===== config.mk =====
export PLATFORM = sky130hd
export DESIGN_NAME = count_seq_gen
export DESIGN_NICKNAME = d
export VERILOG_FILES = /design/src/rtl/count_seq_gen.sv
export SDC_FILE = /design/constraint.sdc
export NUM_CORES = 1
export LEC_CHECK = 0
export ABC_CLOCK_PERIOD_IN_PS = 1900
export CAP_MARGIN = 20
export CORE_ASPECT_RATIO = 0.7
export CORE_MARGIN = 1
export CORE_UTILIZATION = 51
export CTS_CLUSTER_DIAMETER = 80
export DETAILED_ROUTE_END_ITERATION = 10
export GPL_TIMING_DRIVEN = 0
export HOLD_SLACK_MARGIN = 0.02
export PLACE_DENSITY = 0.81
export SLEW_MARGIN = 40
export SYNTH_ARGS = -nofsm -noshare
export SYNTH_HDL_FRONTEND = slang
export SYNTH_SLANG_ARGS = --single-unit

===== constraint.sdc =====
create_clock -name clk -period 1.9 [get_ports clk]
set_input_delay 0.19 -clock clk [delete_from_list [all_inputs] [get_ports clk]]
set_output_delay 0.19 -clock clk [all_outputs]
set_load 0.05 [all_outputs]

===== src/rtl/count_seq_gen.sv =====
// Framed 1,2..,3..,0 symbol transmitter used to drive a counting-sequence detector.
// start/busy/done sequence frames; en freezes the whole machine without losing position.
module count_seq_gen #(
  parameter int CW  = 4,
  parameter int FCW = 8
) (
  input  logic           clk,
  input  logic           reset,
  input  logic           start,
  input  logic           en,
  input  logic [CW-1:0]  pad,
  input  logic [CW-1:0]  hold,
  output logic [1:0]     num,
  output logic           busy,
  output logic           done,
  output logic [FCW-1:0] frame_cnt
);

  typedef enum logic [2:0] {
    IDLE  = 3'd0,
    SEND1 = 3'd1,
    SEND2 = 3'd2,
    SEND3 = 3'd3,
    TERM  = 3'd4
  } state_t;

  state_t         state, state_next;
  logic [CW-1:0]  cnt, cnt_next;
  logic [CW-1:0]  pad_l, pad_l_next;
  logic [CW-1:0]  hold_l, hold_l_next;
  logic [1:0]     num_next;
  logic           busy_next;
  logic           done_next;
  logic [FCW-1:0] frame_cnt_next;

  always_ff @(posedge clk or posedge reset) begin
    if (reset) begin
      state     <= IDLE;
      cnt       <= '0;
      pad_l     <= '0;
      hold_l    <= '0;
      num       <= 2'd0;
      busy      <= 1'b0;
      done      <= 1'b0;
      frame_cnt <= '0;
    end else begin
      state     <= state_next;
      cnt       <= cnt_next;
      pad_l     <= pad_l_next;
      hold_l    <= hold_l_next;
      num       <= num_next;
      busy      <= busy_next;
      done      <= done_next;
      frame_cnt <= frame_cnt_next;
    end
  end

  // The run counter is compared before it increments, so a length field of
  // all ones yields 2^CW symbols without the counter ever wrapping.
  always_comb begin
    state_next     = state;
    cnt_next       = cnt;
    pad_l_next     = pad_l;
    hold_l_next    = hold_l;
    frame_cnt_next = frame_cnt;
    case (state)
      IDLE: begin
        if (en && start) begin
          pad_l_next  = pad;
          hold_l_next = hold;
          cnt_next    = '0;
          state_next  = SEND1;
        end
      end
      SEND1: begin
        if (en) begin
          cnt_next   = '0;
          state_next = SEND2;
        end
      end
      SEND2: begin
        if (en) begin
          if (cnt == pad_l) begin
            cnt_next   = '0;
            state_next = SEND3;
          end else begin
            cnt_next = cnt + 1'b1;
          end
        end
      end
      SEND3: begin
        if (en) begin
          if (cnt == hold_l) begin
            cnt_next   = '0;
            state_next = TERM;
          end else begin
            cnt_next = cnt + 1'b1;
          end
        end
      end
      TERM: begin
        if (en) begin
          frame_cnt_next = frame_cnt + 1'b1;
          state_next     = IDLE;
        end
      end
      default: begin
        state_next     = IDLE;
        cnt_next       = '0;
        pad_l_next     = '0;
        hold_l_next    = '0;
        frame_cnt_next = '0;
      end
    endcase
  end

  // Outputs are decoded from the next state so they register on the same edge.
  always_comb begin
    num_next  = 2'd0;
    busy_next = 1'b0;
    done_next = 1'b0;
    case (state_next)
      SEND1: begin
        num_next  = 2'd1;
        busy_next = 1'b1;
      end
      SEND2: begin
        num_next  = 2'd2;
        busy_next = 1'b1;
      end
      SEND3: begin
        num_next  = 2'd3;
        busy_next = 1'b1;
      end
      TERM: begin
        busy_next = 1'b1;
        done_next = 1'b1;
      end
      default: begin
        num_next  = 2'd0;
        busy_next = 1'b0;
        done_next = 1'b0;
      end
    endcase
  end

endmodule


# After elaboration in Yosys (flattened, before gate mapping)
# Index checks and enable logic that the tools add are counted.
# word_totals
regBits	27
inputBits	12
output_inout_bits	12
word_cells	60
# op_classes
add_sub_neg	2
eq_ne	15
muxes	24
bitwise	3
n_reduce_logical	8
# op_table
op	n
2-to-1 mux 4 bit	8
2-to-1 mux 3 bit	7
case mux 4 bit (5 select lines)	1
case mux 4 bit (2 select lines)	2
case mux 8 bit (2 select lines)	1
case mux 3 bit (5 select lines)	1
== test 3 x 2 -> 1 bit, second input constant	4
OR reduction 4 bit	3
inequality test 2 bit, second input constant	5
adder 8 x 1 -> 8 bit, second input constant	1
== test 4 bit	2
2-to-1 mux 8 bit	1
== test 3 x 1 -> 1 bit, second input constant	2
== test 3 bit, second input constant	2
case mux 2 bit (3 select lines)	1
AND reduction 5 bit	1
adder 4 x 1 -> 4 bit, second input constant	1
AND reduction 2 bit	2
logical NOT 3 bit	1
NOT 1 bit	3
2-to-1 mux 1 bit	2
logical AND 1 bit	1

# Logic depth before layout (Yosys ltp)
# Gate-level depths: netlist (run 1).
# logic_depth
ltp_word	7
ltp_mapped	7
mapped_depth_nobuf	5

# Worst setup path after synthesis (run 1)
# OpenSTA, ideal clock, no wires.
# synth_timing
path_kind	reg2reg
from	register cnt[3]
to	register cnt[2]
setup_ns	0.118
t_arrival_ns	1.466
t_required_ns	1.782
slack_ns	0.316
stages_incl_launch_ff	6
path_buffers	0
synth_period_minus_slack_ns	1.584
path_cell_list	dfrtp_1 -> xor2_1 -> o41a_1 -> o21ai_2 -> o21bai_1 -> a21o_1
# synth_via
elab_chain_cells	4
elab_cells_between_ends	7
classes_between	2 x eq/ne; 5 x mux
# synth_lines
item	line_no	rtl
start, declared	28	logic [CW-1:0] cnt, cnt_next;
start signal, assigned	48	cnt <= cnt_next;
== test 4 bit (on tied branches)	93, 83	
2-to-1 mux 4 bit (on tied branches)	93, 83	
2-to-1 mux 4 bit (on tied branches)	92, 82	
case mux 4 bit (5 select lines) (*)	66	case (state)
# Mark *: on every way between the ends. The rest lies on a longest branch, timed or not. The select of a mux whose other input is x is not followed.
# A chain may end at the register's enable or synchronous reset.

# Worst setup path after layout (run 1)
# Ends and elaborated chain as after synthesis.

==> results.ini, run 1 <==
[outcome]
status=complete, no violations

[yosys]
ys_ff_latch=27
synth_ff_type=dfrtp_1
post_synth_num_cell_types=31
synth-compound-area-share_pct=14.77
synthCells=140
synthAdderAreaFrac_pct=1.894
synth_top_area_share_pct=51.14
synth_common_cells=dfrtp_1, nand2_1, o21ai_0
synthSimpleGateAreaFrac_pct=20.45
seq_area_frac_synth_pct=51.14
post_synth_xor_area_fraction_pct=8.617
ys_warn_count=0
syn-num-nets=154
synth_edf_count=0
synthTopCellsByArea=dfrtp_1, nand2_1, o21ai_0
synthMuxAreaShare_pct=0
synth_top_family_by_area=simple AND/OR/NAND/NOR gates
synthArstFlopShare_pct=100.0
synth_area_per_cell_um2=9.438
synth_most_common_cell=dfrtp_1
synth_area_leader_cell=dfrtp_1
synthesis.area_um2=1321

[timing]
setup-violations-final=0
slew_violations=0
tightestPinTransition_ns=0.5364
fin_crit_ns=1.757
tns_ns=0
fin_skew_ns=0.006143
max_freq_mhz=569.1
finalHoldViolCount=0
slew-limit-headroom_pct=64.19
fin_crit_sh_pct=92.48
rsz0062_at_grt=no

[power_and_ir_drop]
ir_drop_uv=653.1
power.leakage_uw=0.0007423
sw_frac_of_total_pct=42.21
p_int_uw=1262
power.share.clock_pct=15.0
power_frac_seq_pct=40.8
combPwrFrac_pct=44.1
p_sw_uw=922.0
cellPowerDensity_nw_per_um2=1330

[cells_and_area]
diodes=0
area_delta_synth_final_pct=24.34
layout-drive-gt1-share_pct=6.587
fillCellCount=208
final_cells=201
final_nets=182

[global_route]
antenna_found_initial=0
grt_usage_pct=21.67
grt_pass1_vias=989
grt_pass1_wl_um=4485
grt_start_max_net_pins=28
gr-total-overflow=0

[die]
ios=24
core_um2=2459
start_util_pct=53.74
fp.dieW_um=62.84
dieArea_um2=2802
die_h_um=44.59
fp-row-count=15

[routing]
drt-met1-wl_um=1326
drt_wl_total_um=2734
wl_met3_um=132
vias_per_cell=5.522
highest_layer=met4
drtIter0Drc=31
drc=0
num_vias=1110
wl_met2_um=1228
ant_nets=0
avgRoutedWirePerCell_um=13.60
drt_pass1_iterations=4

[worst_hold_path]
hold_path.class=input port to async pin

[clocking]
cts_resized=0
cts_buffers=3
htreeDepth=1
clock_latency_ns=0.28
cts_hold_buf=0
cts_tree=done
cts.sinks=27
path_clk_slew_ns=0.09
cts_root_buf=clkbuf_8
cts_setup_buffers=0
cts_max_path_buffers=2

[setup_path]
r2r-start=cnt[3]
cp_data_required_time_ns=2.08
critical-path-slowest-cell=dfrtp_1
r2r-end=cnt[2]
regToRegSetupSlack_ns=0.14
crit_path_end_kind=flop
critPathArrivalTime_ns=1.94
crit_fanout=5
critical_path.startpoint=cnt[3]
r2r.worst_path.cells=5
cp_cell_sequence=xor2_1 > o41a_1 > o21ai_2 > o21bai_1 > a21o_1
endpoint=cnt[2]
worst-setup-path-type=flop to flop
setup.worst_path.start_class=flop
cp_slowest_stage_delay_ns=0.46

[placement]
dp_cells=197
dp_hpwl_um=2081
port_buffers=23
gp_congestion=0.8156

[job]
cap_violations=0

## routing by layer
layer  vias up  global-route usage, %
li1        535                      -
met2        39                  33.26
met4         0                  8.372
met1       530                  29.49
met5         -                      0
met3         6                  6.186
## flip-flops by register name (all words and copies together) (netlist names)
register and flops:
done 1, state 3, num 2, busy 1
pad_l 4, hold_l 4, cnt 4, frame_cnt 8
## layout by cell type (no fill, tap or decap), drive strengths merged, types with 2 or more instances in the layout
cell | netlist | routed
dfrtp | 27 | 27
nand2 | 25 | 25
clkdlybuf4s50 | 0 | 23
o21ai | 16 | 16
xor2 | 8 | 8
nor2 | 8 | 8
nand3 | 5 | 5
xnor2 | 5 | 5
inv | 5 | 5
clkbuf | 2 | 5
a21oi | 4 | 4
buf | 3 | 3
a21o | 3 | 3
nor3 | 3 | 3
and3 | 2 | 2
nor2b | 2 | 2
or3 | 2 | 2
and4 | 2 | 2
nor4 | 2 | 2
nand4 | 2 | 2
nand2b | 2 | 2
a31oi | 2 | 2
ha | 2 | 2
## critical path, delay by kind of cell, from the launching register on
family	cells	cell delay, ns
AOI/OAI and AO/OA	4	0.98
xor gates and xnor gates	1	0.21
DFF	1	0.46
## per-stage QoR
stage | hold WS, ns | cell area (µm²) | total power, µW | setup WS [ns] | util [%]
after floorplan | 0.2427 | 1321 | 1581 | 0.3162 | -
after global placement | 0.5218 | 1594 | 1800 | 0.2233 | 64.83
after detailed placement | 0.5413 | 1594 | 1855 | 0.1663 | 64.83
after CTS | 0.2942 | 1640 | 2170 | 0.1558 | 66.72
after global routing | 0.3279 | 1643 | 2324 | 0.06669 | 66.82
final | 0.2662 | 1643 | 2184 | 0.1428 | 66.82
## cell type report
type	instances	area (µm²)	area share, %
Clock buffer	3	41.29	2.513
Tap cell	34	42.54	2.589
Sequential cell	27	675.6	41.13
Inverter	5	18.77	1.142
Buffer	5	22.52	1.371
Multi-Input combinational cell	103	606.8	36.94
Clock inverter	1	5.005	0.3046
Timing Repair Buffer	23	230.2	14.01
## kinds of logic after synthesis
group | count (synthesis)
fa+ha+maj | 2
simple gates | 57
buf+inv | 10
xor+xnor | 13
compound gates | 31
flops | 27
## worst min-delay path by stage
stage,endpoint,start,slack [ns],cells after the start
2_1_floorplan,busy,reset,0.24,1
3_3_place_gp,frame_cnt[7],frame_cnt[7],0.52,2
3_5_place_dp,frame_cnt[0],frame_cnt[0],0.54,1
4_1_cts,state[1],reset,0.29,2
5_1_grt,frame_cnt[4],reset,0.33,2
6_report,cnt[0],reset,0.27,2
## power groups by stage
stage / Combinational (µW) / Clock, µW / Sequential [µW]
CTS: 956 / 326 / 888
global placement: 909 / 0 / 891
finish: 964 / 328 / 892
floorplan: 567 / 0 / 1010
global route: 1060 / 355 / 910
detailed placement: 957 / 0 / 898
Note: power is estimated with default switching activity, not from simulation.
==> run 2: changes to the inputs <==
Settings changed: CORE_UTILIZATION 51 to 40, CTS_BUF_LIST set to sky130_fd_sc_hd__clkbuf_2, PLACE_DENSITY 0.81 to 0.67, SLEW_MARGIN 40 to not set.
==> results.ini, run 2 (synthesis gave the netlist of run 1 again) <==
[die]
ios=24
start_util_pct=41.97
fp-row-count=17
core_um2=3148
dieArea_um2=3541
die_h_um=50.09
fp.dieW_um=70.70

[setup_path]
r2r-end=cnt[2]
critical-path-slowest-cell=clkdlybuf4s50_1
cp_cell_sequence=clkdlybuf4s50_1
setup.worst_path.start_class=flop
r2r.worst_path.cells=5
crit_path_end_kind=output port
path_delay_family=buffers and inverters
cp_data_required_time_ns=1.71
regToRegSetupSlack_ns=0.10
worst-setup-path-type=flop to output port
cp_slowest_stage_delay_ns=0.82
worst-path-buf-inv=1
crit_fanout=4
r2r-start=cnt[3]
critPathArrivalTime_ns=1.62

[routing]
drt_pass1_iterations=7
vias_per_cell=5.179
drc=3
ant_nets=0
num_vias=1072
avgRoutedWirePerCell_um=13.71
drtIter0Drc=74
drt_wl_total_um=2837

[global_route]
grt_usage_pct=18.53
grt_pass1_wl_um=4988
antenna_found_initial=0
grt_start_max_net_pins=28
grt_pass1_vias=1080
gr-total-overflow=0

[clocking]
cts_max_path_buffers=2
cts_tree=done
cts_root_buf=clkbuf_2
clock_latency_ns=0.36
cts_buffers=3
path_clk_slew_ns=0.23
cts.sinks=27
htreeDepth=1

[cells_and_area]
layout_commonest_cell=dfrtp_1
area_delta_synth_final_pct=26.33
top_register=frame_cnt
diodes=0
final_cell_mix=dfrtp_1, nand2_1, clkdlybuf4s50_1
layout-drive-gt1-share_pct=6.509
largest_register_ffs=8
final_cells=207
final_nets=184

[timing]
fin_hold_ws_ns=0.3460
fin_crit_sh_pct=95.13
max_freq_mhz=553.3
setup-violations-final=0
rsz0062_at_grt=no
slew-limit-headroom_pct=65.95
fin_crit_ns=1.807
finalHoldViolCount=0
tightestPinTransition_ns=0.5099
fin_skew_ns=0.002097
tns_ns=0
slew_violations=0

[placement]
dp_cells=201
port_buffers=23
gp_congestion=0.7723
dp_hpwl_um=2198

[outcome]
status=complete, but fails checks
violations=design-rule violations

[power_and_ir_drop]
ir_drop_uv=571.6
cellPowerDensity_nw_per_um2=1254
power.leakage_uw=0.0008244

[worst_hold_path]
hold_path.class=input port to flop
min_from=pad[3]
hold_end=pad_l[3]
min_delay_path_depth=3

[job]
cap_violations=0

[run 2: cell types whose count changed in the layout (fill, tap and decap cells not counted)]
| cell | before | now |
|---|---|---|
| clkdlybuf4s50_1 | 23 | 19 |
| inv_1 | 4 | 5 |
| clkinv_2 | 1 | 0 |
| dlymetal6s2s_1 | 0 | 4 |
| clkbuf_2 | 0 | 4 |
| dlygate4sd3_1 | 0 | 1 |
| buf_16 | 0 | 1 |
| clkbuf_8 | 3 | 0 |
| inv_2 | 1 | 0 |
[run 2: repair_timing]
item,4_1_cts,5_1_grt
hold buffers,0,1
setup buffers,0,0
setup endpoints to repair,0,11
gates resized for setup,0,5
hold endpoints to repair,0,3
[run 2: layout make-up]
cell class              count  area, µm²
fillers                   299       1479
flip-flops and latches     27      675.6
multi-input cells         103      606.8
repair buffers             25      277.8
well taps                  38      47.55
plain buffers               5      22.52
clock buffers               4      20.02
inverters                   5      18.77
[run 2: how the worst max path moves through the flow]
stage                  from           end  slack [ns]  cells past startpoint
4_1_cts        frame_cnt[3]  frame_cnt[3]        0.04                      1
3_5_place_dp             en        num[0]        0.11                      5
6_report       frame_cnt[1]  frame_cnt[1]        0.09                      1
5_1_grt        frame_cnt[2]  frame_cnt[2]        0.01                      1
2_1_floorplan        cnt[3]        cnt[2]        0.32                      5
3_3_place_gp             en        num[0]        0.17                      5
[run 2: metrics by stage]
stage	worst slack [ns]	area [µm²]	power, µW	util [%]
floorplan	0.3162	1321	1581	-
global placement	0.1730	1599	1817	50.79
detailed placement	0.1135	1599	1878	50.79
CTS	0.03764	1619	2098	51.43
global route	0.009709	1669	2257	53.02
finish	0.09257	1669	2092	53.02
[run 2: where the power goes]
group | total [µW] | internal, µW | switching [µW] | leakage, µW
combinational | 980 | 379 | 601 | 0.000455
sequential | 894 | 742 | 153 | 0.000352
clock | 218 | 55.6 | 163 | 0.0000166
[run 2: per-layer routing]
layer | GRT usage, % | vias to the layer above | routed length [µm]
met4 | 4.000 | 0 | 17
met2 | 28.37 | 18 | 1240
met5 | 0 | - | 0
met3 | 4.908 | 2 | 87
met1 | 26.36 | 513 | 1492
li1 | - | 539 | -
